===== config.mk =====
export PLATFORM = sky130hd
export DESIGN_NAME = gf2_poly_divider_131bit_flat
export DESIGN_NICKNAME = d
export VERILOG_FILES = /design/src/rtl/gf2_poly_divider_131bit_if.sv /design/src/rtl/gf2_poly_divider_131bit.sv /design/src/flat_wrapper.sv
export SDC_FILE = /design/constraint.sdc
export NUM_CORES = 2
export LEC_CHECK = 0
export ABC_AREA = 1
export CORE_AREA = 2 2 311 313
export DETAILED_ROUTE_END_ITERATION = 16
export DIE_AREA = 0 0 313 315
export PLACE_DENSITY_LB_ADDON = 0.15
export SYNTH_ARGS = -nofsm -noshare
export SYNTH_HDL_FRONTEND = slang
export SYNTH_SLANG_ARGS = --single-unit

===== constraint.sdc =====
create_clock -name clk -period 30.1 [get_ports clk]
set_input_delay 9.03 -clock clk [delete_from_list [all_inputs] [get_ports clk]]
set_output_delay 9.03 -clock clk [all_outputs]
set_load 0.005 [all_outputs]

===== src/rtl/gf2_poly_divider_131bit_if.sv =====
// Handshake/data bundle for the 131-bit GF(2) polynomial divider.
// The optional abort input exists only when GF_DIV_ABORT_EN is defined.
interface gf2_poly_divider_131bit_if #(
    parameter int unsigned N = 131
);
    localparam int unsigned YW = 2 * N - 1;

    logic          in_valid;
    logic          in_ready;
    logic [YW-1:0] y;
    logic [N-1:0]  b;
    logic          out_valid;
    logic          out_ready;
    logic [YW-1:0] q;
    logic [N-1:0]  r;
    logic          div_zero;
    logic          busy;
`ifdef GF_DIV_ABORT_EN
    logic          abort;

    modport master (
        output in_valid, y, b, out_ready, abort,
        input  in_ready, out_valid, q, r, div_zero, busy
    );

    modport slave (
        input  in_valid, y, b, out_ready, abort,
        output in_ready, out_valid, q, r, div_zero, busy
    );
`else
    modport master (
        output in_valid, y, b, out_ready,
        input  in_ready, out_valid, q, r, div_zero, busy
    );

    modport slave (
        input  in_valid, y, b, out_ready,
        output in_ready, out_valid, q, r, div_zero, busy
    );
`endif
endinterface


===== src/rtl/gf2_poly_divider_131bit.sv =====
// Bit-serial GF(2) long divider: y = q*b ^ r, one dividend bit per clock.
// Define GF_DIV_ABORT_EN to add an abort input that cancels DIV/DONE.
module gf2_poly_divider_131bit (
    input  logic                        clk,
    input  logic                        rst,
    gf2_poly_divider_131bit_if.slave    io_bus
);
    localparam int unsigned N  = 131;
    localparam int unsigned YW = 2 * N - 1;
    localparam int unsigned DW = $clog2(N);
    localparam int unsigned CW = $clog2(YW);
    localparam logic [CW-1:0] CNT_START = CW'(YW - 1);

    typedef enum logic [1:0] {
        S_IDLE = 2'd0,
        S_DIV  = 2'd1,
        S_DONE = 2'd2
    } state_t;

    state_t        r_state;
    logic [YW-1:0] r_y;
    logic [YW-1:0] r_quo;
    logic [N-1:0]  r_b;
    logic [N-1:0]  r_rem;
    logic [DW-1:0] r_d;
    logic [CW-1:0] r_cnt;
    logic          r_in_ready;
    logic          r_out_valid;
    logic          r_div_zero;
    logic          r_busy;

    logic [DW-1:0] w_d;
    logic [N-1:0]  w_t;
    logic          w_qbit;
    logic          w_abort;

    // Degree of the incoming divisor (highest set bit); 0 when b is zero.
    always_comb begin : p_msb
        w_d = '0;
        for (int unsigned i = 0; i < N; i++) begin
            if (io_bus.b[i]) begin
                w_d = DW'(i);
            end
        end
    end

    // Shift the next dividend bit into the partial remainder; its bit d decides the quotient bit.
    assign w_t    = {r_rem[N-2:0], r_y[r_cnt]};
    assign w_qbit = w_t[r_d];

`ifdef GF_DIV_ABORT_EN
    assign w_abort = io_bus.abort;
`else
    assign w_abort = 1'b0;
`endif

    always_ff @(posedge clk or posedge rst) begin : p_fsm
        if (rst) begin
            r_state     <= S_IDLE;
            r_y         <= '0;
            r_b         <= '0;
            r_d         <= '0;
            r_rem       <= '0;
            r_quo       <= '0;
            r_cnt       <= '0;
            r_in_ready  <= 1'b1;
            r_out_valid <= 1'b0;
            r_div_zero  <= 1'b0;
            r_busy      <= 1'b0;
        end else if (w_abort && (r_state != S_IDLE)) begin
            r_state     <= S_IDLE;
            r_rem       <= '0;
            r_quo       <= '0;
            r_cnt       <= '0;
            r_in_ready  <= 1'b1;
            r_out_valid <= 1'b0;
            r_div_zero  <= 1'b0;
            r_busy      <= 1'b0;
        end else begin
            case (r_state)
                S_IDLE: begin
                    if (io_bus.in_valid && r_in_ready) begin
                        r_y        <= io_bus.y;
                        r_b        <= io_bus.b;
                        r_d        <= w_d;
                        r_rem      <= '0;
                        r_quo      <= '0;
                        r_cnt      <= CNT_START;
                        r_in_ready <= 1'b0;
                        // A zero divisor skips DIV and reports immediately.
                        if (io_bus.b == '0) begin
                            r_state     <= S_DONE;
                            r_out_valid <= 1'b1;
                            r_div_zero  <= 1'b1;
                        end else begin
                            r_state <= S_DIV;
                            r_busy  <= 1'b1;
                        end
                    end
                end

                S_DIV: begin
                    r_rem <= w_qbit ? (w_t ^ r_b) : w_t;
                    r_quo <= {r_quo[YW-2:0], w_qbit};
                    if (r_cnt == '0) begin
                        r_state     <= S_DONE;
                        r_busy      <= 1'b0;
                        r_out_valid <= 1'b1;
                    end else begin
                        r_cnt <= r_cnt - CW'(1);
                    end
                end

                S_DONE: begin
                    if (io_bus.out_ready) begin
                        r_state     <= S_IDLE;
                        r_out_valid <= 1'b0;
                        r_div_zero  <= 1'b0;
                        r_in_ready  <= 1'b1;
                    end
                end

                default: begin
                    r_state     <= S_IDLE;
                    r_in_ready  <= 1'b1;
                    r_out_valid <= 1'b0;
                    r_div_zero  <= 1'b0;
                    r_busy      <= 1'b0;
                end
            endcase
        end
    end

    assign io_bus.in_ready  = r_in_ready;
    assign io_bus.out_valid = r_out_valid;
    assign io_bus.q         = r_quo;
    assign io_bus.r         = r_rem;
    assign io_bus.div_zero  = r_div_zero;
    assign io_bus.busy      = r_busy;

endmodule


===== src/flat_wrapper.sv =====
// flat-port wrapper written by rule: the top's interface ports become plain ports
module gf2_poly_divider_131bit_flat 
  (clk, rst, io_bus_in_valid, io_bus_y, io_bus_b, io_bus_out_ready, io_bus_in_ready, io_bus_out_valid, io_bus_q, io_bus_r, io_bus_div_zero, io_bus_busy);
  gf2_poly_divider_131bit_if #(.N((131))) io_bus_i ();
  input  logic clk;
  input  logic rst;
  input wire logic [$bits(io_bus_i.in_valid)-1:0] io_bus_in_valid;
  input wire logic [$bits(io_bus_i.y)-1:0] io_bus_y;
  input wire logic [$bits(io_bus_i.b)-1:0] io_bus_b;
  input wire logic [$bits(io_bus_i.out_ready)-1:0] io_bus_out_ready;
  output wire logic [$bits(io_bus_i.in_ready)-1:0] io_bus_in_ready;
  output wire logic [$bits(io_bus_i.out_valid)-1:0] io_bus_out_valid;
  output wire logic [$bits(io_bus_i.q)-1:0] io_bus_q;
  output wire logic [$bits(io_bus_i.r)-1:0] io_bus_r;
  output wire logic [$bits(io_bus_i.div_zero)-1:0] io_bus_div_zero;
  output wire logic [$bits(io_bus_i.busy)-1:0] io_bus_busy;
  assign io_bus_i.in_valid = io_bus_in_valid;
  assign io_bus_i.y = io_bus_y;
  assign io_bus_i.b = io_bus_b;
  assign io_bus_i.out_ready = io_bus_out_ready;
  assign io_bus_in_ready = io_bus_i.in_ready;
  assign io_bus_out_valid = io_bus_i.out_valid;
  assign io_bus_q = io_bus_i.q;
  assign io_bus_r = io_bus_i.r;
  assign io_bus_div_zero = io_bus_i.div_zero;
  assign io_bus_busy = io_bus_i.busy;
  gf2_poly_divider_131bit u_core (.clk(clk), .rst(rst), .io_bus(io_bus_i));
endmodule

After elaboration in Yosys (flattened, before gate mapping) --
Cells that the tools add are included.
Cells by class: add/sub/neg operators 1, $lt $le $gt $ge 2, equality and inequality tests 8, multiplexer cells 160, bitwise operators 3, reduce and logical (&&, ||, !) cells 13
Operators by type and width (number):
- $mux 8 | 129
- $pmux 261 s2 | 1
- $mux 131 | 2
- $pmux 131 s2 | 1
- $mux 261 | 1
- $logic_not 131->1 | 1
- $xor 131x131->131 | 1
- $mux 9 | 2
- $pmux 9 s2 | 1
- $mux 1 | 12
- $pmux 1 s3 | 4
- $reduce_and 4->1 | 3
- $lt 9x10->1 const B | 1
- $bmux 1 s9 | 1
- $logic_not 9->1 | 1
- $lt 8x9->1 const B | 1
- $reduce_and 3->1 | 3
- $sub 9x1->9 const B | 1
- $bmux 1 s8 | 1
- $mux 2 | 4
- $ne 2x1->1 const B | 3
- $ne 2x2->1 const B | 3
- $pmux 2 s3 | 1
- $reduce_and 2->1 | 2
- 6 further kinds | 7
Word-level totals: flip-flop bits (word level) 807, input bits 396

Logic depth before layout (Yosys ltp) --
word-level depth 130, depth in mapped cells 131, depth with buffers taken out 131

Worst setup path before layout --
OpenSTA, ideal clock, no wires.
path kind input to register, from in io_bus_b[2], to reg u_core.r_d[0], arrival 14470 ps, setup slack 15513 ps, stages 131, cells stage by stage inv_1 -> nand2_1 -> nand2_1 -> nand2_1 -> nand2_1 -> nand2_1 -> nand2_1 -> nand2_1 -> nand2_1 -> nand2_1 -> nand2_1 -> nand2_1 -> nand2_1 -> nand2_1 -> nand2_1 -> nand2_1 -> nand2_1 -> nand2_1 -> (+95 left out) -> nand2_1 -> nand2_1 -> nand2_1 -> nand2_1 -> nand2_1 -> nand2_1 -> nand2_1 -> nand2_1 -> nand2_1 -> nand2_1 -> nand2_1 -> nand2_1 -> nand2_1 -> nand2_1 -> nand2_1 -> nand2_1 -> nand2_1 -> nand2_1
Between the ends: longest elaborated chain between the ends 129
Ends and longest elaborated chain:
- start, declared | RTL line flat_wrapper.sv:9 | input wire logic [$bits(io_bus_i.b)-1:0] io_bus_b;
- $mux 8 (129 in a row) | RTL line gf2_poly_divider_131bit.sv:41 | if (io_bus.b[i]) begin
- end signal, assigned | RTL line gf2_poly_divider_131bit.sv:85 | r_d <= w_d;
- end, declared | RTL line gf2_poly_divider_131bit.sv:25 | logic [DW-1:0] r_d;
Every way passes these cells. A chain may end at the register's enable or synchronous reset.

Worst setup path after layout --
from in io_bus_b[1], to reg u_core.r_d[0]
Between the ends: longest elaborated chain between the ends 130
Ends and longest elaborated chain (RTL line):
- $mux 1 | gf2_poly_divider_131bit.sv:41
- $mux 8 (129 in a row) | gf2_poly_divider_131bit.sv:41
Every way passes these cells.

==> impl_metrics.csv <==
group,metric,value,unit
sta,fin_crit,15.53,ns
pwr,ir_worst_vdd,0.07340,mV
clocking,clk_pin_slew_worst_paths,0.06,ns
logic_synthesis,syn_area_per_cell,8.257,um2
sta,skew,0.02351,ns
logic_synthesis,syn_nets,4913,
clocking,clk_path_buf_depth,3,
clocking,cts_tree,"done",
sta,whs,0.4628,ns
worst_setup_path,cp_max_fo,3,
floorplanning,dieWidth,313,um
worst_setup_path,max_stage_delay,0.53,ns
drt,wl_per_cell,20.67,um
clocking,cts_resized,0,
worst_setup_path,startpoint_type,"primary input",
drt,via_per_inst,5.162,
drt,drtPass1Iterations,6,
clocking,postCtsSetupBuffers,0,
sta,setup_violations,0,
logic_synthesis,async_reset_ff_share,100.0,%
global_routing,grt_antenna_before_repair,19,
layout,num-fill-cells,9151,
logic_synthesis,synthCells,4516,
worst_setup_path,cp_slowest_cell,"clkdlybuf4s50_1",
clocking,cts_root_buffer,"clkbuf_16",
pwr,power_density,98.62,nW/um2
drt,drt_wl_total,134600,um
sta,setup_tns,0,ns
placement,dp_cells,6341,
layout,fin_area,49150,um2
worst_setup_path,cp.arrival,16.12,ns
clocking,postCtsHoldBufs,0,
logic_synthesis,ys.flop_type,"dfrtp_1",
sta,rsz0062_at_grt,"false",
layout,syn_to_final_growth,31.80,%
floorplanning,start_util,38.96,%
sta,slew_headroom,20.48,%
placement,portBuffers,791,
pwr,leakage,22.03,nW
logic_synthesis,seq_area_frac_synth,54.16,%
logic_synthesis,netlist_area,37290,um2
worst_setup_path,required,30.69,ns
worst_setup_path,crit_top_cell,"nand2_1",
logic_synthesis,synth_edf_count,0,
worst_hold_path,min_path_type,"reg -> reg",
global_routing,overflow,0,
sta,worst_slew_pin_slew,1.193,ns
drt,vias,33613,
sta,worst_slack,14.57,ns
placement,dp_hpwl,93000,um
clocking,clock-sinks,807,
placement,placed_area,46120,um2
drt,drtIter0Drc,2902,
placement,gp_congestion,0.9000,
sta,clock.fmax,64.41,MHz
logic_synthesis,ys_types,33,
run,drv_cap,0,
global_routing,grt_max_degree,230,
worst_setup_path,crit_type,"in -> reg",
floorplanning,num_rows,114,
sta,finalHoldViolCount,0,
global_routing,grt_pass1_vias,32967,
logic_synthesis,yosysWarnings,0,
pwr,power.total,4.847,mW
clocking,cts_made_buffers,90,
sta,finalCritPeriodShare,51.58,%
floorplanning,fp.dieH,315,um
global_routing,gr-usage-all-layers,26.66,%
logic_synthesis,synth_area_leaders,"dfrtp_1 (54%), nand2_1 (11%), inv_1 (6.5%)",
floorplanning,core_area,95710,um2
layout,final_cells,6512,
worst_setup_path,cp-end-kind,"register",
layout,drive_gt1_share,4.764,%
logic_synthesis,synth.top_cell.area_share,54.09,%
run_status,status,"complete, no violations",
sta,slew_violations,0,
drt,drcViolationCount,0,
clocking,htreeDepth,3,
logic_synthesis,synth_top_area_cell,"dfrtp_1",
worst_setup_path,r2r_slack,22.54,ns
placement,pre_cts_ws,13.81,ns
drt,final_antenna_net_count,0,
logic_synthesis,ys_seq_elements,807,
clocking,clkLatencyLatePin,0.67,ns
floorplanning,die_area,98600,um2
layout,nets,5554,
floorplanning,ios,792,
global_routing,grt_pass1_wl,202800,um
layout,utilization,51.35,%
==> critical path: cells and delay by family <==
family	cells	cell delay [ns]
buffers and inverters	1	0.53
AND/OR/NAND/NOR	130	6.49
==> registers in the layout, summed over array words and instances (netlist names) <==
name / count
u_core.io_bus.q: 261
u_core.io_bus.busy: 1
u_core.r_y: 261
u_core.r_state: 2
u_core.io_bus.r: 131
u_core.r_b: 131
u_core.r_d: 8
u_core.io_bus.div_zero: 1
u_core.io_bus.in_ready: 1
u_core.r_cnt: 9
u_core.io_bus.out_valid: 1
==> cell type report <==
cell class / instances / area [um2] / share of cell area (%)
diodes: 9 / 22.52 / 0.04583
clock buffers: 128 / 2666 / 5.425
clock inverters: 34 / 337.8 / 0.6874
inverters: 703 / 3178 / 6.467
multi-input cells: 2726 / 12910 / 26.28
flip-flops and latches: 807 / 20200 / 41.11
well taps: 1276 / 1597 / 3.249
repair buffers: 829 / 8228 / 16.74
==> path summary, 6_finish.rpt <==
| check | endpoint | cells after the start | from |
|---|---|---|---|
| max | u_core.r_d[0] | 131 | io_bus_b[1] |
| min | u_core.r_y[243] | 2 | u_core.r_y[243] |
| max reg2reg | u_core.io_bus.r[43] | 25 | u_core.r_cnt[0] |
| min reg2reg | u_core.r_y[243] | 2 | u_core.r_y[243] |
| max in group asynchronous | u_core.r_y[101] | 7 | rst |
| min in group asynchronous | u_core.r_b[41] | 2 | rst |
==> cells by family (layout without fill, tap and decap cells) <==
| group | after synthesis | count (layout) | share of synthesized area [%] |
|---|---|---|---|
| AND/OR/NAND/NOR | 1619 | 1619 | 17.04 |
| adder cells (fa/ha/maj) | 1 | 1 | 0.03355 |
| buffers and inverters | 983 | 1694 | 11.28 |
| XOR/XNOR | 1 | 1 | 0.02349 |
| other | 0 | 9 | 0 |
| AO/OA/AOI/OAI | 1105 | 1105 | 17.46 |
| flip-flops | 807 | 807 | 54.16 |
==> synth_stat cells, drive strengths merged, types with 2 or more instances <==
master / number
dfrtp: 806
nand3: 69
clkbuf: 268
nor2: 267
clkinv: 9
buf: 12
nand4: 4
o21ai: 397
o221ai: 13
nor3: 134
bufinv: 37
nand2: 1140
inv: 657
nor4: 4
o211ai: 4
a21boi: 2
a31oi: 6
o31ai: 3
a21oi: 227
o32ai: 131
o22ai: 318
==> metal layers <==
layer | share of wire, % | wire [um] | global-route usage [%]
met3 | 7.6 | 10170 | 6.486
met1 | 42 | 56250 | 34.89
met4 | 3.0 | 4092 | 9.069
met5 | 0.12 | 158 | 0
met2 | 47 | 63910 | 43.33
==> placed cells by master, fill, tap and decap left out, types with 25 or more instances in the layout <==
cell | netlist | layout
bufinv_8 | 37 | 37
clkbuf_8 | 0 | 25
inv_1 | 648 | 646
nor3_1 | 134 | 134
nand2_1 | 1140 | 1138
o21ai_0 | 318 | 318
o21ai_1 | 79 | 79
nor2_1 | 267 | 266
clkbuf_16 | 0 | 91
dfrtp_1 | 806 | 803
a21oi_1 | 227 | 227
clkdlybuf4s50_1 | 0 | 791
nand3_1 | 69 | 69
buf_4 | 0 | 36
o22ai_1 | 318 | 318
o32ai_1 | 131 | 131
==> where the power goes <==
| group | total, mW | internal, mW | switching, mW |
|---|---|---|---|
| sequential | 1.75 | 1.49 | 0.262 |
| combinational | 1.97 | 0.742 | 1.23 |
| clock | 1.12 | 0.651 | 0.473 |
No activity file was read; power rests on OpenSTA's default activity.
